`src/rtl/spi_cfg_pkg.sv`:
```
// Shared constants, frame field positions and FSM encoding for the SPI
// configuration register bank.
package spi_cfg_pkg;

  localparam logic [6:0] MAX_ADDRESS = 7'h04;
  localparam int NUM_REGS = 5;

  localparam int ADDR_EN_OUT_LO = 'h00;
  localparam int ADDR_EN_OUT_HI = 'h01;
  localparam int ADDR_EN_PWM_LO = 'h02;
  localparam int ADDR_EN_PWM_HI = 'h03;
  localparam int ADDR_DUTY      = 'h04;

  localparam int FRAME_RW_BIT   = 15;
  localparam int FRAME_ADDR_MSB = 14;
  localparam int FRAME_ADDR_LSB = 8;
  localparam int FRAME_DATA_MSB = 7;

  typedef enum logic {
    ST_IDLE  = 1'b0,
    ST_CHECK = 1'b1
  } cfg_state_e;

  function automatic logic frame_is_write(input logic [15:0] frame);
    return frame[FRAME_RW_BIT];
  endfunction

endpackage

```
`src/rtl/spi_cfg_commit_ctrl_if.sv`:
```
// Frame handshake between the SPI shifter (master) and the register-bank controller (slave).
// A frame transfers on every clk edge where frame_valid && frame_ready; the master holds
// frame_valid and frame_data stable until that edge, and frame_ready never depends on frame_valid.
interface spi_cfg_commit_ctrl_if;
  logic        frame_valid;
  logic [15:0] frame_data;
  logic        frame_ready;

  modport master (output frame_valid, output frame_data, input frame_ready);
  modport slave  (input frame_valid, input frame_data, output frame_ready);
endinterface

```
`src/rtl/cfg_commit_timer.sv`:
```
// Counts cycles spent with uncommitted shadow contents and pulses timeout to force a commit.
module cfg_commit_timer #(
  parameter int COMMIT_TIMEOUT = 1024,
  parameter int TMO_W          = 16
) (
  input  logic clk,
  input  logic rst_n,
  input  logic dirty,
  input  logic commit,
  input  logic clear,
  output logic timeout
);

  localparam bit               ENABLED = (COMMIT_TIMEOUT != 0);
  localparam logic [TMO_W-1:0] LAST    = TMO_W'(COMMIT_TIMEOUT - 1);

  logic [TMO_W-1:0] cnt;

  always_ff @(posedge clk or negedge rst_n) begin
    if (!rst_n) begin
      cnt <= '0;
    end else if (!ENABLED || !dirty || commit || clear) begin
      cnt <= '0;
    end else begin
      cnt <= cnt + 1'b1;
    end
  end

  // The forced commit this pulse triggers is what clears the counter.
  assign timeout = ENABLED && dirty && (cnt == LAST);

endmodule

```
`src/rtl/spi_cfg_commit_ctrl.sv`:
```
// Validates SPI frames into shadow registers and commits them atomically to the
// active PWM configuration at a period boundary or after a timeout.
module spi_cfg_commit_ctrl
  import spi_cfg_pkg::*;
#(
  parameter logic [6:0] MAX_ADDR       = MAX_ADDRESS,
  parameter int         COMMIT_TIMEOUT = 1024,
  parameter int         TMO_W          = 16
) (
  input  logic                  clk,
  input  logic                  rst_n,
  spi_cfg_commit_ctrl_if.slave  frame_if,
  input  logic                  pwm_period_end,
  output logic [7:0]            en_reg_out_7_0,
  output logic [7:0]            en_reg_out_15_8,
  output logic [7:0]            en_reg_pwm_7_0,
  output logic [7:0]            en_reg_pwm_15_8,
  output logic [7:0]            pwm_duty_cycle,
  output logic                  cfg_pending,
  output logic [7:0]            err_count,
  output cfg_state_e            state_dbg
);

  cfg_state_e  state, state_nxt;
  logic        handshake;
  logic [15:0] hold;
  logic [6:0]  hold_addr;
  logic [7:0]  shadow [NUM_REGS];
  logic [7:0]  active [NUM_REGS];
  logic        dirty;
  logic        wr_ok;
  logic        drop;
  logic        timeout;
  logic        commit;

  always_ff @(posedge clk or negedge rst_n) begin
    if (!rst_n) begin
      state <= ST_IDLE;
    end else begin
      state <= state_nxt;
    end
  end

  always_comb begin
    state_nxt = state;
    handshake = 1'b0;
    case (state)
      ST_IDLE: begin
        if (frame_if.frame_valid) begin
          handshake = 1'b1;
          state_nxt = ST_CHECK;
        end
      end
      ST_CHECK: state_nxt = ST_IDLE;
      default:  state_nxt = ST_IDLE;
    endcase
  end

  assign frame_if.frame_ready = (state == ST_IDLE);
  assign state_dbg            = state;

  always_ff @(posedge clk or negedge rst_n) begin
    if (!rst_n) begin
      hold <= '0;
    end else if (handshake) begin
      hold <= frame_if.frame_data;
    end
  end

  assign hold_addr = hold[FRAME_ADDR_MSB:FRAME_ADDR_LSB];
  assign wr_ok     = (state == ST_CHECK) && frame_is_write(hold) && (hold_addr <= MAX_ADDR);
  assign drop      = (state == ST_CHECK) && !wr_ok;
  assign commit    = dirty && (pwm_period_end || timeout);

  cfg_commit_timer #(
    .COMMIT_TIMEOUT (COMMIT_TIMEOUT),
    .TMO_W          (TMO_W)
  ) u_timer (
    .clk     (clk),
    .rst_n   (rst_n),
    .dirty   (dirty),
    .commit  (commit),
    .clear   (1'b0),
    .timeout (timeout)
  );

  // Active loads the pre-write shadow; a same-cycle write keeps dirty set for the next boundary.
  always_ff @(posedge clk or negedge rst_n) begin
    if (!rst_n) begin
      for (int i = 0; i < NUM_REGS; i++) begin
        shadow[i] <= '0;
        active[i] <= '0;
      end
      dirty     <= 1'b0;
      err_count <= '0;
    end else begin
      if (commit) begin
        for (int i = 0; i < NUM_REGS; i++) begin
          active[i] <= shadow[i];
        end
      end
      if (wr_ok) begin
        for (int i = 0; i < NUM_REGS; i++) begin
          if (hold_addr == 7'(i)) begin
            shadow[i] <= hold[FRAME_DATA_MSB:0];
          end
        end
      end
      if (wr_ok) begin
        dirty <= 1'b1;
      end else if (commit) begin
        dirty <= 1'b0;
      end
      if (drop && (err_count != 8'hFF)) begin
        err_count <= err_count + 8'd1;
      end
    end
  end

  assign en_reg_out_7_0  = active[ADDR_EN_OUT_LO];
  assign en_reg_out_15_8 = active[ADDR_EN_OUT_HI];
  assign en_reg_pwm_7_0  = active[ADDR_EN_PWM_LO];
  assign en_reg_pwm_15_8 = active[ADDR_EN_PWM_HI];
  assign pwm_duty_cycle  = active[ADDR_DUTY];
  assign cfg_pending     = dirty;

endmodule

```
`src/flat_wrapper.sv`:
```
// flat-port wrapper written by rule: the top's interface ports become plain ports
module spi_cfg_commit_ctrl_flat import spi_cfg_pkg::*;
#(
  parameter logic [6:0] MAX_ADDR       = MAX_ADDRESS,
  parameter int         COMMIT_TIMEOUT = 1024,
  parameter int         TMO_W          = 16
)
  (clk, rst_n, pwm_period_end, en_reg_out_7_0, en_reg_out_15_8, en_reg_pwm_7_0, en_reg_pwm_15_8, pwm_duty_cycle, cfg_pending, err_count, state_dbg, frame_if_frame_valid, frame_if_frame_data, frame_if_frame_ready);
  spi_cfg_commit_ctrl_if frame_if_i ();
  input  logic clk;
  input  logic rst_n;
  input  logic pwm_period_end;
  output logic [7:0] en_reg_out_7_0;
  output logic [7:0] en_reg_out_15_8;
  output logic [7:0] en_reg_pwm_7_0;
  output logic [7:0] en_reg_pwm_15_8;
  output logic [7:0] pwm_duty_cycle;
  output logic cfg_pending;
  output logic [7:0] err_count;
  output cfg_state_e state_dbg;
  input wire logic [$bits(frame_if_i.frame_valid)-1:0] frame_if_frame_valid;
  input wire logic [$bits(frame_if_i.frame_data)-1:0] frame_if_frame_data;
  output wire logic [$bits(frame_if_i.frame_ready)-1:0] frame_if_frame_ready;
  assign frame_if_i.frame_valid = frame_if_frame_valid;
  assign frame_if_i.frame_data = frame_if_frame_data;
  assign frame_if_frame_ready = frame_if_i.frame_ready;
  spi_cfg_commit_ctrl #(.MAX_ADDR(MAX_ADDR), .COMMIT_TIMEOUT(COMMIT_TIMEOUT), .TMO_W(TMO_W)) u_core (.clk(clk), .rst_n(rst_n), .frame_if(frame_if_i), .pwm_period_end(pwm_period_end), .en_reg_out_7_0(en_reg_out_7_0), .en_reg_out_15_8(en_reg_out_15_8), .en_reg_pwm_7_0(en_reg_pwm_7_0), .en_reg_pwm_15_8(en_reg_pwm_15_8), .pwm_duty_cycle(pwm_duty_cycle), .cfg_pending(cfg_pending), .err_count(err_count), .state_dbg(state_dbg));
endmodule
```
`config.mk`:
```
export PLATFORM = sky130hd
export DESIGN_NAME = spi_cfg_commit_ctrl_flat
export DESIGN_NICKNAME = d
export VERILOG_FILES = /design/src/rtl/spi_cfg_pkg.sv /design/src/rtl/spi_cfg_commit_ctrl_if.sv /design/src/rtl/cfg_commit_timer.sv /design/src/rtl/spi_cfg_commit_ctrl.sv /design/src/flat_wrapper.sv
export SDC_FILE = /design/constraint.sdc
export NUM_CORES = 1
export LEC_CHECK = 0
export CAP_MARGIN = 10
export CORE_ASPECT_RATIO = 1.2
export CORE_MARGIN = 3
export CORE_UTILIZATION = 40
export CTS_CLUSTER_DIAMETER = 100
export CTS_CLUSTER_SIZE = 25
export DETAILED_ROUTE_END_ITERATION = 10
export PLACE_DENSITY = 0.63
export SLEW_MARGIN = 20
export SYNTH_ARGS = -nofsm -noshare
export SYNTH_HDL_FRONTEND = slang
export SYNTH_SLANG_ARGS = --single-unit
```
`constraint.sdc`:
```
create_clock -name clk -period 2.1 [get_ports clk]
set_input_delay 0.63 -clock clk [delete_from_list [all_inputs] [get_ports clk]]
set_output_delay 0.63 -clock clk [all_outputs]
set_load 0.005 [all_outputs]
```
# Yosys cells after proc, flatten, opt, wreduce, memory -nomap -nowiden

Cells that the tools add are included.

Bits in registers: 122
Logic and storage cells: 48
Input bits: 20
Output and inout port bits: 51

Add/subtract/negate cells: 2
Bitwise gates (word level): 1
Reduce and logical (&&, ||, !) cells: 17
Eq/ne operators: 6
Order comparisons: 1
Mux-type cells: 6

Operators with widths:

| kind                                                                   | number |
|---|---|
| 16-bit by 1-bit adder with 16-bit output (second input constant)       | 1 |
| 16-bit by 10-bit == test with 1-bit output (second input constant)     | 1 |
| 16-bit 2-to-1 mux                                                      | 1 |
| 7-bit by 2-bit == test with 1-bit output (second input constant)       | 2 |
| 2-bit AND reduction                                                    | 5 |
| 8-bit by 1-bit adder with 8-bit output (second input constant)         | 1 |
| 8-bit inequality test (second input constant)                          | 1 |
| 7-bit by 1-bit == test with 1-bit output (second input constant)       | 1 |
| 7-bit by 3-bit == test with 1-bit output (second input constant)       | 1 |
| 7-bit by 3-bit <= comparator with 1-bit output (second input constant) | 1 |
| 7-bit logical NOT                                                      | 1 |
| 1-bit logical AND                                                      | 6 |
| 1-bit 2-to-1 mux                                                       | 4 |
| 1-bit logical NOT                                                      | 2 |
| 1-bit logical OR                                                       | 2 |
| 1-bit case mux with 2 select lines                                     | 1 |
| 2-bit nonzero test                                                     | 1 |
| 1-bit inverter                                                         | 1 |

# Depth between registers and ports, before layout

Depth after elaboration: 6
Depth in mapped cells: 7
Mapped depth without buffers: 5

# Hierarchy

Synthesis repeated with hierarchy kept, for this count alone.

Cells, all modules: 341
Area, all modules: 4946.0 um^2

Modules (own cells, without submodules):

| module              | cells an instance | seq. area each (um^2) | area each (um^2) | instances |
|---|---|---|---|---|
| spi_cfg_commit_ctrl | 257               | 2652.5                | 4110.2           | 1 |
| cfg_commit_timer    | 84                | 400.4                 | 835.8            | 1 |

# Least setup slack after synthesis

OpenSTA, ideal clock, no wires.

Kind: flip-flop to flip-flop
Start point: reg u_core.u_timer.cnt[0]
End point: reg u_core.dirty (netlist: u_core.cfg_pending)
Required time: 1981 ps
Cell stages (with the launch flop): 8
Period minus slack after synthesis: 1863 ps
Data arrival time: 1744 ps
Path slack: 237 ps
Setup time: 119 ps
Buffers on the path: 2
Cells stage by stage: dfrtp_1 > ha_1 > nand4_2 > or3_1 > clkbuf_1 > o211ai_4 > buf_4 > nand2_1

Cells in the longest elaborated chain, start to end: 5

Ends and longest elaborated chain:

| item                                       | RTL line                   | text |
|---|---|---|
| start: declaration                         | cfg_commit_timer.sv:17     | `logic [TMO_W-1:0] cnt;` |
| start signal: assignment                   | cfg_commit_timer.sv:25     | `cnt <= cnt + 1'b1;` |
| 16-bit by 10-bit == test with 1-bit output | cfg_commit_timer.sv:30     | `assign timeout = ENABLED && dirty && (cnt == LAST);` |
| 1-bit logical AND                          | cfg_commit_timer.sv:30     |  |
| 1-bit logical OR                           | spi_cfg_commit_ctrl.sv:73  | `assign commit = dirty && (pwm_period_end \|\| timeout);` |
| 1-bit logical AND                          | spi_cfg_commit_ctrl.sv:73  |  |
| 2-bit nonzero test (no source line)        | n/a                        |  |
| end signal: assignment                     | spi_cfg_commit_ctrl.sv:94  | `dirty <= 1'b0;` |
| end signal: assignment                     | spi_cfg_commit_ctrl.sv:110 | `dirty <= 1'b1;` |
| end signal: assignment                     | spi_cfg_commit_ctrl.sv:112 | `dirty <= 1'b0;` |
| end: declaration                           | spi_cfg_commit_ctrl.sv:30  | `logic dirty;` |

No other way between the ends.
A chain may end at the register's enable or synchronous reset.

# Final worst setup path

Start point: reg u_core.err_count[2]
End point: out err_count[2]

RTL lines:

| item                     | RTL line                   | text |
|---|---|---|
| start: declaration       | spi_cfg_commit_ctrl.sv:20  | `output logic [7:0] err_count,` |
| start signal: assignment | spi_cfg_commit_ctrl.sv:115 | `err_count <= err_count + 8'd1;` |
| end: declaration         | flat_wrapper.sv:19         | `output logic [7:0] err_count;` |

No word-level cell between the ends.

==> out/summary.txt <==
Outcome: complete, no violations
Synth Flop Type: dfrtp_1
Total Wirelength: 13,100 microns
Clock skew: 8.93 ps
Die Area: 0.0153 sq mm
Global-route wire length before repair: 21,600 microns
Critical Path End Type: output pin
Slew Limit Fails: 0
CTS sink cnt: 122
DR WL/cell: 17.9 microns
Area occupied by registers: 0.00305 sq mm
Max Freq: 491 MHz
Root Driver: clkbuf_16
CP Launch Type: flop
Leakage: 0.00293 uW
Switch Pwr: 1510 uW
Worst VDD drop: 567 uV
Post-layout net count: 575
Fillcell total: 1,143
Via/cell ratio: 5.50
Mapped Cells: 477
Synth top area cells: dfrtp_1 55%, mux2_2 11%, o211ai_1 11%, nand2b_1 4.5%, nand2_1 3.5%
Top post-synthesis cells by count: 122 x dfrtp_1, 80 x o211ai_1, 56 x mux2_2
Maxcap violations: 0
Setup-failing EPs final: 0
Crit path max-delay family: buffers and inverters
Total track usage: 0.182
Share of cells above drive strength 1: 0.205
Hold Crit Class: in -> async
FP Rows: 46
CP Data Arrival Time: 1410 ps
Comb pwr share: 0.112
Area leader, netlist: dfrtp_1
CTS H-tree depth: 4
Syn_area_per_cell: 11.6 sq um
Netlist cell types: 36
CTS tree: built
Crit path kind: reg -> out
Worst-Skew Late Latency: 420 ps
Switching Share: 0.248
Mapped Nets: 499
IO buf count: 70
Sequential area share after synthesis: 0.550
Total congestion overflow: 0
Buf/Inv on CP: 1
P per Cell Area: 855 mW/mm^2
Total CTS buffers: 17
Async set-reset flop share out of synthesis: 1.00
Worst EP required: 1470 ps
Die W: 113 microns
Area growth, synth to finish: 28.2%
DR vias: 4,034
Min Clock Period, post-route: 2040 ps
Antenna violations before repair: 0
Vias in the first global route: 4,138
CP peak stage delay: 550 ps
Max FO, Critical Path: 6
Ys Warns: 0
N_diodes: 0
Largest net degree at the start of global routing: 83
Worst hold slack: 184 ps
CP Cell Sequence: clkdlybuf4s50_1
Final Cycle Share: 0.970
Cts hold-fix bufs: 0
EDFF count, synth: 0
Part of the power in registers: 0.459
Max-slew headroom: 0.525
Post-synth top area share: 0.550
Max Buffers Root-to-Sink: 2
RSZ-0062 raised after global routing: false
DR iter-0 viols: 243
Detailed Routing Iterations Pass 1: 4
Mapped cell area: 0.00555 sq mm
Detail Route Antenna Nets: 0
Hold Vio Cnt, Final: 0
Residual DRC count: 0
Multi-input logic area: 0.00236 sq mm
Worst path slowest cell: clkdlybuf4s50_1
Register clock-pin slew on the reported worst setup and hold paths: 60 ps
Most frequent cell after synthesis: dfrtp_1
Chip height: 135 microns
Boundary pin count: 71
Initial Util: 0.414
Synth Register Bits: 122
Core area: 0.0134 sq mm
Slew @ Worst Pin: 713 ps
Clock Power Share: 0.428
Final HPWL from detailed placement: 8350 microns
Fin Setup TNS: 0 ps
P_int: 4570 uW
Final Wtd Congestion: 0.752
[sequential cells by signal, indices dropped and copies added (netlist names)]
register / flops
u_core.cfg_pending: 1
u_core.en_reg_out_15_8: 8
u_core.en_reg_out_7_0: 8
u_core.en_reg_pwm_15_8: 8
u_core.en_reg_pwm_7_0: 8
u_core.err_count: 8
u_core.hold: 16
u_core.pwm_duty_cycle: 8
u_core.shadow: 40
u_core.state_dbg: 1
u_core.u_timer.cnt: 16
[per-stage QoR]
stage	worst slack, ps	area, sq um	utilization	cells	total power [uW]
after floorplan	237	5550	-	477	3110
after detailed placement	119	6550	0.488	700	3520
after CTS	7.53	7080	0.528	731	6140
after global placement	189	6550	0.488	700	3480
after global routing	8.56	7110	0.530	733	6320
final	62.8	7110	0.530	733	6080
[final cells by class]
| class | count | share of cell area |
|---|---|---|
| inverter | 3 | 0.00158 |
| multi-input combinational | 319 | 0.332 |
| tap | 168 | 0.0296 |
| sequential | 122 | 0.430 |
| timing repair buffer | 90 | 0.132 |
| clock inverter | 8 | 0.00634 |
| clock buffer | 23 | 0.0686 |
[power groups by stage]
stage	Combinational (uW)	Sequential, uW	Clock, uW
after global routing	749	2820	2750
after detailed placement	688	2830	0
after CTS	692	2790	2660
after global placement	665	2820	0
final	682	2790	2600
after floorplan	373	2740	0
[cell families (layout without fill, tap and decap cells)]
family                     after synthesis  count (layout)  synth area share
muxes                                   57              57             0.116
AOI/OAI and AO/OA                       92              92             0.124
DFF                                    122             122             0.550
and+or+nand+nor                        151             151             0.152
adders and majority gates                2               2           0.00451
buffers and inverters                   36             124            0.0266
xor gates and xnor gates                17              17            0.0268
[routing by layer]
metal | track usage | up-vias | routed length [microns]
met5 | 0 | - | 0
met1 | 0.232 | 2049 | 5910
met4 | 0.0601 | 0 | 187
met3 | 0.0502 | 14 | 637
met2 | 0.301 | 94 | 6390
li1 | - | 1877 | -
[worst reg2reg max path, delay by kind of cell (launching register included)]
family          cells  cell delay, ps
fa+ha+maj           1             240
flops               1             390
simple gates        2             610
buf+inv             1             230
compound gates      2             330
[cell usage in the layout (no fill, tap or decap), types with 4 or more instances in the layout]
| cell | count |
|---|---|
| and3_1 | 5 |
| mux2_2 | 56 |
| clkinv_2 | 6 |
| nor2_1 | 18 |
| dfrtp_1 | 121 |
| clkdlybuf4s50_1 | 68 |
| nand3_1 | 12 |
| clkbuf_16 | 17 |
| buf_12 | 7 |
| buf_4 | 14 |
| nand2_1 | 51 |
| xnor2_1 | 14 |
| nand2b_1 | 40 |
| clkbuf_8 | 4 |
| o211ai_1 | 80 |
[worst paths after layout]
path | depth (start not counted) | to | slack [ps] | start
hold reg to reg | 1 | u_core.u_timer.cnt[0] | 490 | u_core.u_timer.cnt[0]
min in group clk | 1 | u_core.u_timer.cnt[0] | 490 | u_core.u_timer.cnt[0]
max in group asynchronous | 2 | u_core.en_reg_pwm_7_0[3] | 1280 | rst_n
setup / recovery | 1 | err_count[2] | 60 | u_core.err_count[2]
hold / removal | 1 | u_core.en_reg_out_7_0[0] | 180 | rst_n
setup reg to reg | 6 | u_core.pwm_duty_cycle[5] | 160 | u_core.u_timer.cnt[0]
[repair_timing]
action	CTS	global route
setup buffers	0	2
endpoints found under the setup margin	0	12
resized for setup	0	1
No activity file was read; power rests on OpenSTA's default activity.
